**src/rtl/mem_bus_decoder_if.sv**
```systemverilog
`default_nettype none
// ============================================================================
// Module   : mem_bus_decoder_if
// Purpose  : Bundles the core-side valid/ready memory bus and the fanned-out
//            per-slave handshake used by mem_bus_decoder.
// Signals  : mem_valid/mem_addr  - core request (held until mem_ready)
//            mem_ready/mem_rdata - response strobe and read data to the core
//            s_valid             - per-slave request, one-hot or zero
//            s_ready/s_rdata     - per-slave ready and read data
//                                  (slave i data at [32*i+31:32*i])
// Modports : slave  - the decoder's view
//            master - the environment's view (core plus attached slaves)
// Revision : 1.0 - initial release
// ============================================================================
interface mem_bus_decoder_if #(
  parameter int unsigned NSLAVES = 3
);
  logic                    mem_valid;
  logic                    mem_ready;
  logic [31:0]             mem_addr;
  logic [31:0]             mem_rdata;
  logic [NSLAVES-1:0]      s_valid;
  logic [NSLAVES-1:0]      s_ready;
  logic [32*NSLAVES-1:0]   s_rdata;

  modport slave (
    input  mem_valid, mem_addr, s_ready, s_rdata,
    output mem_ready, mem_rdata, s_valid
  );

  modport master (
    output mem_valid, mem_addr, s_ready, s_rdata,
    input  mem_ready, mem_rdata, s_valid
  );
endinterface
`default_nettype wire

```
**src/rtl/mem_bus_decoder.sv**
```systemverilog
`default_nettype none
// ============================================================================
// Module   : mem_bus_decoder
// Purpose  : N-slave address decoder and response mux for the valid/ready
//            memory bus. Registers a one-hot slave select and answers with an
//            error response for unmapped addresses or slaves that time out.
// Ports    : clk, rst        - clock, synchronous active-high reset
//            bus (slave)     - core bus and per-slave handshake
//            err_o           - sticky error flag
//            err_addr_o      - address of the first error since last clear
//            err_clear_i     - clears err_o and err_addr_o
//            timeout_evt_o   - one-cycle pulse on each slave timeout
// Revision : 1.0 - initial release
// ============================================================================
module mem_bus_decoder #(
  parameter int unsigned           NSLAVES     = 3,
  parameter logic [16*NSLAVES-1:0] SLAVE_BASES = {16'h0300, 16'h0000, 16'h0005},
  parameter int unsigned           TIMEOUT     = 15,
  parameter logic [31:0]           ERR_DATA    = 32'hDEADBEEF
) (
  input  logic                    clk,
  input  logic                    rst,
  mem_bus_decoder_if.slave        bus,
  output logic                    err_o,
  output logic [31:0]             err_addr_o,
  input  logic                    err_clear_i,
  output logic                    timeout_evt_o
);

  localparam int unsigned   CW      = (TIMEOUT > 0) ? $clog2(TIMEOUT + 1) : 1;
  // Counter value seen in the last ACTIVE cycle before the timeout fires.
  localparam logic [CW-1:0] TO_LAST = CW'((TIMEOUT == 0) ? 0 : TIMEOUT - 1);

  typedef enum logic [1:0] {
    ST_IDLE   = 2'd0,
    ST_ACTIVE = 2'd1,
    ST_ERR    = 2'd2
  } state_t;

  state_t              state_q,   state_d;
  logic [NSLAVES-1:0]  sel_q,     sel_d;
  logic [NSLAVES-1:0]  s_valid_q, s_valid_d;
  logic [CW-1:0]       cnt_q,     cnt_d;
  logic                tevt_q,    tevt_d;
  logic                err_q,     err_d;
  logic [31:0]         err_addr_q, err_addr_d;

  logic [NSLAVES-1:0]  w_match;
  logic [NSLAVES-1:0]  w_hit_oh;
  logic                w_any_hit;
  logic                w_sel_ready;
  logic [31:0]         w_sel_rdata;
  logic                w_mem_ready;
  logic [31:0]         w_mem_rdata;

  // --------------------------------------------------------------------------
  // Address decode
  // --------------------------------------------------------------------------
  for (genvar gi = 0; gi < NSLAVES; gi++) begin : g_match
    assign w_match[gi] = (bus.mem_addr[31:16] == SLAVE_BASES[16*gi +: 16]);
  end

  // Isolating the lowest set bit gives lowest-index-wins on overlapping bases.
  assign w_hit_oh  = w_match & (~w_match + NSLAVES'(1));
  assign w_any_hit = |w_match;

  // --------------------------------------------------------------------------
  // Response mux; sel_q is one-hot so an AND-OR mux suffices.
  // --------------------------------------------------------------------------
  always_comb begin
    w_sel_ready = 1'b0;
    w_sel_rdata = '0;
    for (int i = 0; i < NSLAVES; i++) begin
      w_sel_ready = w_sel_ready | (bus.s_ready[i] & sel_q[i]);
      w_sel_rdata = w_sel_rdata | (bus.s_rdata[32*i +: 32] & {32{sel_q[i]}});
    end
  end

  // --------------------------------------------------------------------------
  // FSM next state and response outputs
  // --------------------------------------------------------------------------
  always_comb begin
    state_d     = state_q;
    sel_d       = sel_q;
    s_valid_d   = s_valid_q;
    cnt_d       = cnt_q;
    tevt_d      = 1'b0;
    w_mem_ready = 1'b0;
    w_mem_rdata = '0;

    case (state_q)
      ST_IDLE: begin
        cnt_d = '0;
        if (bus.mem_valid) begin
          if (w_any_hit) begin
            sel_d     = w_hit_oh;
            s_valid_d = w_hit_oh;
            state_d   = ST_ACTIVE;
          end else begin
            state_d   = ST_ERR;
          end
        end
      end

      ST_ACTIVE: begin
        w_mem_ready = w_sel_ready;
        w_mem_rdata = w_sel_rdata;
        if (w_sel_ready || !bus.mem_valid) begin
          // Normal completion or master abort: back to idle, no error.
          state_d   = ST_IDLE;
          sel_d     = '0;
          s_valid_d = '0;
          cnt_d     = '0;
        end else if ((TIMEOUT != 0) && (cnt_q == TO_LAST)) begin
          state_d   = ST_ERR;
          sel_d     = '0;
          s_valid_d = '0;
          cnt_d     = '0;
          tevt_d    = 1'b1;
        end else if (TIMEOUT != 0) begin
          cnt_d = cnt_q + CW'(1);
        end
      end

      ST_ERR: begin
        w_mem_ready = 1'b1;
        w_mem_rdata = ERR_DATA;
        s_valid_d   = '0;
        state_d     = ST_IDLE;
      end

      default: begin
        state_d   = ST_IDLE;
        sel_d     = '0;
        s_valid_d = '0;
        cnt_d     = '0;
      end
    endcase
  end

  // --------------------------------------------------------------------------
  // Sticky error capture. Only the first error since the last clear records
  // its address; a capture coinciding with err_clear_i takes precedence.
  // --------------------------------------------------------------------------
  always_comb begin
    err_d      = err_q;
    err_addr_d = err_addr_q;
    if ((state_q == ST_ERR) && !err_q) begin
      err_d      = 1'b1;
      err_addr_d = bus.mem_addr;
    end else if (err_clear_i) begin
      err_d      = 1'b0;
      err_addr_d = '0;
    end
  end

  always_ff @(posedge clk) begin
    if (rst) begin
      state_q    <= ST_IDLE;
      sel_q      <= '0;
      s_valid_q  <= '0;
      cnt_q      <= '0;
      tevt_q     <= 1'b0;
      err_q      <= 1'b0;
      err_addr_q <= '0;
    end else begin
      state_q    <= state_d;
      sel_q      <= sel_d;
      s_valid_q  <= s_valid_d;
      cnt_q      <= cnt_d;
      tevt_q     <= tevt_d;
      err_q      <= err_d;
      err_addr_q <= err_addr_d;
    end
  end

  assign bus.s_valid   = s_valid_q;
  assign bus.mem_ready = w_mem_ready;
  assign bus.mem_rdata = w_mem_rdata;
  assign err_o         = err_q;
  assign err_addr_o    = err_addr_q;
  assign timeout_evt_o = tevt_q;

endmodule
`default_nettype wire
```
**src/flat_wrapper.sv**
```systemverilog
// flat-port wrapper written by rule: the top's interface ports become plain ports
module mem_bus_decoder_flat 
#(
  parameter int unsigned           NSLAVES     = 3,
  parameter logic [16*NSLAVES-1:0] SLAVE_BASES = {16'h0300, 16'h0000, 16'h0005},
  parameter int unsigned           TIMEOUT     = 15,
  parameter logic [31:0]           ERR_DATA    = 32'hDEADBEEF
)
  (clk, rst, err_o, err_addr_o, err_clear_i, timeout_evt_o, bus_mem_valid, bus_mem_addr, bus_s_ready, bus_s_rdata, bus_mem_ready, bus_mem_rdata, bus_s_valid);
  mem_bus_decoder_if #(.NSLAVES(NSLAVES)) bus_i ();
  input  logic clk;
  input  logic rst;
  output logic err_o;
  output logic [31:0] err_addr_o;
  input  logic err_clear_i;
  output logic timeout_evt_o;
  input wire logic [$bits(bus_i.mem_valid)-1:0] bus_mem_valid;
  input wire logic [$bits(bus_i.mem_addr)-1:0] bus_mem_addr;
  input wire logic [$bits(bus_i.s_ready)-1:0] bus_s_ready;
  input wire logic [$bits(bus_i.s_rdata)-1:0] bus_s_rdata;
  output wire logic [$bits(bus_i.mem_ready)-1:0] bus_mem_ready;
  output wire logic [$bits(bus_i.mem_rdata)-1:0] bus_mem_rdata;
  output wire logic [$bits(bus_i.s_valid)-1:0] bus_s_valid;
  assign bus_i.mem_valid = bus_mem_valid;
  assign bus_i.mem_addr = bus_mem_addr;
  assign bus_i.s_ready = bus_s_ready;
  assign bus_i.s_rdata = bus_s_rdata;
  assign bus_mem_ready = bus_i.mem_ready;
  assign bus_mem_rdata = bus_i.mem_rdata;
  assign bus_s_valid = bus_i.s_valid;
  mem_bus_decoder #(.NSLAVES(NSLAVES), .SLAVE_BASES(SLAVE_BASES), .TIMEOUT(TIMEOUT), .ERR_DATA(ERR_DATA)) u_core (.clk(clk), .rst(rst), .bus(bus_i), .err_o(err_o), .err_addr_o(err_addr_o), .err_clear_i(err_clear_i), .timeout_evt_o(timeout_evt_o));
endmodule
```
**config.mk**
```make
export PLATFORM = sky130hd
export DESIGN_NAME = mem_bus_decoder_flat
export DESIGN_NICKNAME = d
export VERILOG_FILES = /design/src/rtl/mem_bus_decoder_if.sv /design/src/rtl/mem_bus_decoder.sv /design/src/flat_wrapper.sv
export SDC_FILE = /design/constraint.sdc
export NUM_CORES = 1
export LEC_CHECK = 0
export BUFFER_PORTS_ARGS = -buffer_cell sky130_fd_sc_hd__buf_2
export CAP_MARGIN = 20
export CORE_MARGIN = 10
export CORE_UTILIZATION = 42
export CTS_CLUSTER_DIAMETER = 40
export DETAILED_ROUTE_END_ITERATION = 8
export PLACE_DENSITY = 0.86
export SETUP_SLACK_MARGIN = 0.02
export SLEW_MARGIN = 5
export SYNTH_ARGS = -nofsm -noshare
export SYNTH_HDL_FRONTEND = slang
export SYNTH_SLANG_ARGS = --single-unit
```
**constraint.sdc**
```tcl
create_clock -name clk -period 6 [get_ports clk]
set_clock_uncertainty 0.2 [all_clocks]
set_input_delay 1.8 -clock clk [delete_from_list [all_inputs] [get_ports clk]]
set_output_delay 1.8 -clock clk [all_outputs]
set_load 0.03 [all_outputs]
```
* After elaboration in Yosys (flattened, before gate mapping) *
Cells that the tools add are included.

storage, ports and cells
  flip-flop bits (word level) = 46
  output and inout bits = 70
  logic and storage cells = 64

cells by class
  $add $sub $neg = 2
  equal/unequal tests = 8
  mux-type cells = 21
  bitwise operators = 14
  reduce and logical (&&, ||, !) cells = 12

operators by type and width
  operator                                                                 count
  32-bit bitwise AND                                                       3
  32-bit two-way mux                                                       2
  32-bit OR                                                                2
  32-bit case mux with 2 select lines                                      1
  16-bit by 10-bit equality test with 1-bit output, second input constant  1
  16-bit by 3-bit equality test with 1-bit output, second input constant   1
  16-bit logical NOT                                                       1
  3-bit two-way mux                                                        4
  3-bit case mux with 3 select lines                                       1
  2-bit two-way mux                                                        4
  4-bit two-way mux                                                        2
  4-bit case mux with 2 select lines                                       1
  3-bit case mux with 2 select lines                                       1
  3-bit OR reduction                                                       2
  4-bit by 1-bit adder with 4-bit output, second input constant            1
  4-bit equality test, second input constant                               1
  2-bit case mux with 2 select lines                                       1
  4-bit AND reduction                                                      1
  3-bit by 1-bit adder with 3-bit output, second input constant            1
  1-bit bitwise AND                                                        3
  3-bit bitwise AND                                                        1
  1-bit two-way mux                                                        3
  3-bit by 1-bit inequality test with 1-bit output, second input constant  1
  3-bit NOT                                                                1
  14 further kinds                                                         17

* Longest topological paths before layout *
Gate-level depths: netlist of run 1.

  word-level depth = 7
  gate-level depth with buffers = 8

* Worst setup path before layout of run 1 *
No wires, ideal clock.

  path type = input to output
  from = input port bus_s_ready[0]
  to = output port bus_mem_ready
  arrival = 2,661 ps
  path slack = 1,339 ps
  stages = 2
  buffers on the path = 0
  cells stage by stage = a222oi_1 o21ai_0

on the way
  cells in the longest elaborated chain, start to end = 4

ends and longest elaborated chain
  what                                line                   RTL
  start, declared                     flat_wrapper.sv:19     input wire logic [$bits(bus_i.s_ready)-1:0] bus_s_ready;
  1-bit bitwise AND                   mem_bus_decoder.sv:74  w_sel_ready = w_sel_ready | (bus.s_ready[i] & sel_q[i]);
  1-bit OR (2 in series)              mem_bus_decoder.sv:74
  1-bit case mux with 2 select lines  mem_bus_decoder.sv:91  case (state_q)
  end, declared                       flat_wrapper.sv:21     output wire logic [$bits(bus_i.mem_ready)-1:0] bus_mem_ready;

No other way between the ends.

* Worst setup path in the final report of run 1 *
Ends and elaborated chain as after synthesis.

==> out/metrics.cfg, run 1 <==
[power_and_ir_drop]
p_leak_nw=1.73
combPwrFrac_pct=26.8
ir_worst_vdd_mv=0.165
powerDensity_nw_per_um2=200
p_switching_w=0.000234
p_seq_share_pct=44.6
p_sw_share_pct=32.0
pwr-share-clk_pct=28.6
p_int_w=0.000499

[timing]
setup_viol_count_final=0
fmax_mhz=203
finalMaxSlewViolations=0
min_period_ps=4920
tightest_slew_ps=928
slew-limit-headroom_pct=38.0
min_period_over_period_pct=82.0
rsz0062_at_grt=no
setup_tns_ps=0
fin_ws_ps=1080
whs_ps=284
hold_viol=0

[floorplanning]
die_area_um2=9580
coreArea_um2=5920
ios=205
die_w_um=97.9
start_util_pct=43.0
rows=28
die_y_um=97.9

[clock_network]
hold_buffers=0
clockBufferDepth=2
numClockSinks=46
clk_pin_slew_ps=90
cts_made_buffers=5
cts_resized=0
cts_root_buf=clkbuf_8
cts_tree=done
clk_latency_ps=300
post_cts_buffers=0
htree_levels=2

[placed_design]
dpl_cell_area_um2=3560
place_ws_ps=1060
port_buffers=204
dpl.hpwl_mm=8.23
routabilityCongestion=0.874

[yosys]
netlist_area_um2=2550
syn_nets=451
syn_inst=311
synth.avg_cell_area_um2=8.20
synth_flop_cell=dfxtp_1
ys_ff_latch=46
synth_edf_count=0
async_flop_share_pct=0
yosysUniqueCellTypes=39
yosysWarnings=0
synth-seq-area-share_pct=36.1

[global_route]
grt_first_pass_wirelength_mm=16.0
grt-ovfl-total=0
grt_usage_pct=19.8
antenna_found_initial=2
grt_max_degree=65
grt_pass1_vias=3062

[critical_path]
r2r_end=u_core.sel_q[2]
crit_start=bus_s_ready[0]
critPathMaxFanout=4
reg2reg_slack_ps=3610
path_depth=4
regToRegStartpoint=u_core.sel_q[2]
start_kind=input port
critical_path.slowest_cell=a222oi_1
crit_family=compound AO/OA/AOI/OAI gates
crit_required_ps=4000
end_kind=output port
crit_top_cell=buf_2
slowest_delay_ps=640
crit_end=bus_mem_ready
worst-path-buf-inv=2
worstPathArrival_ps=2920
crit_type=input port to output port
crit_chain=buf_2, a222oi_1, o21ai_0, buf_2
r2r_cells=5

[flow_run]
maxCapViolations=0

[run_status]
outcome=complete, no violations

[final_layout]
n_fill_cell=526
regArea_um2=921
multiInputGateArea_um2=1470
drive_above_1_share_pct=45.2
area_growth_pct=43.9
nets=632
stdcell_area_um2=3670
post-route-util_pct=62.0

[min_path]
min_from=u_core.bus.s_valid[1]
hold_class=flop to flop

[route]
drc=0
via_per_inst=5.53
totalWireLength_mm=10.4
ant_nets=0
vias=3150
wire_per_inst_um=18.2
dr.first_iter.drc_count=226
drt_pass1_iterations=5

## how the worst min path moves through the flow
stage / end / cells after the start
2_1_floorplan: u_core.state_q[0] / 2
3_3_place_gp: u_core.state_q[0] / 2
3_5_place_dp: u_core.bus.s_valid[1] / 2
4_1_cts: u_core.bus.s_valid[1] / 2
5_1_grt: u_core.bus.s_valid[1] / 2
6_report: u_core.bus.s_valid[1] / 2
## area by class of cell
class / instances / share of cell area, %
antenna: 2 / 0.136
clock buffer: 7 / 2.63
clock inverter: 1 / 0.239
inverter: 5 / 0.512
multi-input combinational: 226 / 40.2
sequential: 46 / 25.1
tap: 75 / 2.56
timing repair buffer: 208 / 28.6
## tightest hold or removal path, stage by stage (launching register included)
cell      delay, ps
dfxtp_1         320
nand2b_1         60
mux2i_1          60
## placed cells by master, fill, tap and decap left out, drive strengths merged
cell     instances
nand4b           1
nand3b           1
nor3b           32
xor2             2
inv              5
nand2            6
nor4             2
nor3             4
diode            2
a41oi            1
or4              1
o31a             1
a211oi           1
nand4bb          1
a41o             1
a21oi           34
clkbuf           7
o22ai            2
o21bai           1
a21boi           1
dfxtp           46
clkinv           1
nor2            50
nand4            1
o21ai           25
buf            208
nand3            3
nand2b           5
a222oi          33
mux2i            3
and2             1
ha               5
xnor2            2
o32ai            2
nor2b            4
## Yosys cell counts, types with 2 or more instances
cell	number	area, um2
ha_1	5	62.6
o21ai_1	4	20.0
nor3b_1	32	240
o22ai_1	2	12.5
nand2b_1	5	31.3
a222oi_1	33	330
xnor2_1	2	17.5
inv_1	5	18.8
nand3_1	3	15.0
nor3_1	2	10.0
mux2i_1	3	30.0
a21oi_1	34	170
clkbuf_1	27	101
buf_1	5	18.8
buf_6	2	22.5
nor2_1	49	184
nand2_1	6	22.5
dfxtp_1	46	921
nor4_1	2	12.5
xor2_1	2	17.5
o21ai_0	21	105
nor2b_1	4	25.0
## flip-flops by register name (all words and copies together) (netlist names)
signal / cells
u_core.state_q: 2
u_core.sel_q: 3
u_core.timeout_evt_o: 1
u_core.bus.s_valid: 3
u_core.err_o: 1
u_core.err_addr_o: 32
u_core.cnt_q: 4
## cell families after synthesis
kind of cell | after synthesis | synth area share (%)
AND/OR/NAND/NOR | 112 | 24.5
AO/OA/AOI/OAI | 102 | 28.0
flip-flops | 46 | 36.1
buffers and inverters | 39 | 6.33
adder cells (fa/ha/maj) | 5 | 2.45
XOR/XNOR | 4 | 1.37
multiplexers | 3 | 1.18
## through the flow
| step | std cells | power (W) |
|---|---|---|
| final | 570 | 0.000733 |
| after global routing | 570 | 0.000776 |
| after CTS | 568 | 0.000743 |
| after detailed placement | 560 | 0.000531 |
| after global placement | 560 | 0.000526 |
| after floorplan | 311 | 0.000448 |
## power groups by stage
stage	logic (W)	clock network [W]	registers [W]
after floorplan	0.0000894	0	0.000358
after global placement	0.000193	0	0.000333
after detailed placement	0.000197	0	0.000334
after CTS	0.000198	0.000219	0.000327
after global routing	0.000214	0.000234	0.000329
final	0.000197	0.000210	0.000327
## metal layers
metal,track usage [%],vias to the layer above,routed length (um)
li1,-,1536,-
met1,21.6,1437,3780
met2,33.6,168,5130
met3,8.67,9,1320
met4,6.38,0,163
met5,0,-,0
Note: power is estimated with default switching activity, not from simulation.
==> run 2, diff against run 1 <==
--- a/config.mk
+++ b/config.mk
@@ -8,10 +8,10 @@
 export BUFFER_PORTS_ARGS = -buffer_cell sky130_fd_sc_hd__buf_2
 export CAP_MARGIN = 20
 export CORE_MARGIN = 10
-export CORE_UTILIZATION = 42
+export CORE_UTILIZATION = 39
 export CTS_CLUSTER_DIAMETER = 40
 export DETAILED_ROUTE_END_ITERATION = 8
-export PLACE_DENSITY = 0.86
+export PLACE_DENSITY = 0.81
 export SETUP_SLACK_MARGIN = 0.02
 export SLEW_MARGIN = 5
 export SYNTH_ARGS = -nofsm -noshare
==> constraint.sdc (replaced) <==
create_clock -name clk -period 5.02 [get_ports clk]
set_clock_uncertainty 0.2 [all_clocks]
set_input_delay 1.506 -clock clk [delete_from_list [all_inputs] [get_ports clk]]
set_output_delay 1.506 -clock clk [all_outputs]
set_load 0.03 [all_outputs]
==> run 2 against run 1 <==
Power is 15% higher. Cell count stayed put. Largest cell class unchanged. Clock power is 2% higher. Die area is 6.1% higher. Register-to-register slack worse by 1000 ps. Highest routed layer unchanged. Global-route usage is 0.95 points lower. Via count is 2.2% higher. Sequential power is 19% higher. Critical path type unchanged.
==> out/metrics.cfg, run 2 (synthesis gave the netlist of run 1 again) <==
[global_route]
grt_max_degree=48  ; was 65
grt_first_pass_wirelength_mm=15.8  ; was 16.0 mm
antenna_found_initial=1  ; was 2
grt-ovfl-total=0  ; unchanged
grt_pass1_vias=3090  ; was 3062
grt_usage_pct=18.8  ; was 19.8%

[clock_network]
clk_pin_slew_ps=80  ; was 90 ps
cts_made_buffers=5  ; unchanged
htree_levels=2  ; unchanged
cts_resized=0  ; unchanged
cts_tree=done  ; unchanged
clk_latency_ps=290  ; was 300 ps
numClockSinks=46  ; unchanged
hold_buffers=0  ; unchanged
post_cts_buffers=0  ; unchanged
cts_root_buf=clkbuf_8  ; unchanged
clockBufferDepth=2  ; unchanged

[flow_run]
maxCapViolations=0  ; unchanged

[final_layout]
area_growth_pct=43.7  ; was 43.9%
drive_above_1_share_pct=44.9  ; was 45.2%
post-route-util_pct=57.7  ; was 62.0%
nets=632  ; unchanged
layout_commonest_cell=buf_2  ; unchanged
final_cell_mix=204 x buf_2, 49 x nor2_1, 46 x dfxtp_1, 34 x a21oi_1, 33 x a222oi_1  ; unchanged
largest_reg_flops=32  ; unchanged

[power_and_ir_drop]
p_switching_w=0.000277  ; was 0.000234 W
p_leak_nw=1.72  ; was 1.73 nW
pwr-share-clk_pct=25.4  ; was 28.6%
combPwrFrac_pct=28.5  ; was 26.8%
p_seq_share_pct=46.1  ; was 44.6%
powerDensity_nw_per_um2=231  ; was 200 nW/um2
p_int_w=0.000570  ; was 0.000499 W
ir_worst_vdd_mv=0.129  ; was 0.165 mV
p_sw_share_pct=32.7  ; was 32.0%

[floorplanning]
ios=205  ; unchanged
start_util_pct=40.1  ; was 43.0%
die_y_um=101  ; was 97.9 um
die_area_um2=10200  ; was 9580 um2
die_w_um=101  ; was 97.9 um
coreArea_um2=6350  ; was 5920 um2
rows=29  ; was 28

[placed_design]
port_buffers=204  ; unchanged
routabilityCongestion=0.886  ; was 0.874
dpl.hpwl_mm=8.54  ; was 8.23 mm

[min_path]
hold_class=flop to flop  ; unchanged

[timing]
min_period_ps=4320
fmax_mhz=232
rsz0062_at_grt=no  ; unchanged
slew-limit-headroom_pct=35.9  ; was 38.0%
min_period_over_period_pct=86.0
hold_viol=0  ; unchanged
setup_viol_count_final=0  ; unchanged
finalMaxSlewViolations=0  ; unchanged
setup_tns_ps=0  ; unchanged
tightest_slew_ps=959  ; was 928 ps

[critical_path]
worstPathArrival_ps=2610  ; was 2920 ps
end_kind=output port  ; unchanged
crit_type=input port to output port  ; unchanged
start_kind=input port  ; unchanged
critPathMaxFanout=4  ; unchanged
crit_required_ps=3310  ; was 4000 ps

[route]
ant_nets=0  ; unchanged
vias=3218  ; was 3150
via_per_inst=5.65  ; was 5.53
wire_per_inst_um=18.6  ; was 18.2 um
dr.first_iter.drc_count=296  ; was 226
drt_pass1_iterations=7  ; was 5
drc=0  ; unchanged
totalWireLength_mm=10.6  ; was 10.4 mm

[run_status]
outcome=complete, no violations  ; unchanged

run 2: cell count changes in the layout (fill, tap and decap cells not counted):
cell / change
buf_4: -1
diode_2: -1
clkbuf_8: -2
buf_16: +1
clkbuf_1: +1
clkinvlp_4: +1
clkinv_4: -1
run 2: cell type report:
cell class	count	area, um2
repair buffers	208	1070
clock buffers	6	72.6
diodes	1	2.50
flip-flops and latches	46	921
multi-input cells	226	1470
well taps	77	96.3
clock inverters	1	7.51
inverters	5	18.8
fillers	573	2690
run 2: power groups by stage:
stage               logic, W  registers [W]  clock network, W
global route        0.000262       0.000393          0.000240
floorplan           0.000107       0.000428                 0
CTS                 0.000242       0.000391          0.000225
finish              0.000241       0.000390          0.000215
detailed placement  0.000241       0.000399                 0
global placement    0.000231       0.000398                 0
run 2: final timing paths:
path	endpoint	from	slack (ps)	cells after the start
max	bus_mem_ready	bus_s_ready[0]	700	4
min	u_core.state_q[0]	u_core.state_q[0]	290	2
max reg2reg	u_core.sel_q[2]	u_core.sel_q[1]	2600	5
min reg2reg	u_core.state_q[0]	u_core.state_q[0]	290	2
run 2: stage by stage:
stage	cells	area [um2]	setup WS (ps)	hold slack, ps	total power, W
after CTS	569	3660	709	284	0.000857
after detailed placement	562	3580	703	274	0.000640
after global routing	570	3660	614	308	0.000894
after global placement	561	3550	716	266	0.000628
final	570	3660	703	287	0.000846
after floorplan	311	2550	947	249	0.000535
run 2: layer usage:
layer  global-route usage (%)  up-vias  wire length, um
met5                        0        -                0
met4                     6.20        0              239
met3                     8.78       25             1480
met2                     33.1      200             5260
met1                     19.2     1463             3600
li1                         -     1530                -
run 2: worst max-delay path, cell delays in order:
cell and delay, ps:
buf_2 100, a222oi_1 640, o21ai_0 140, buf_2 220
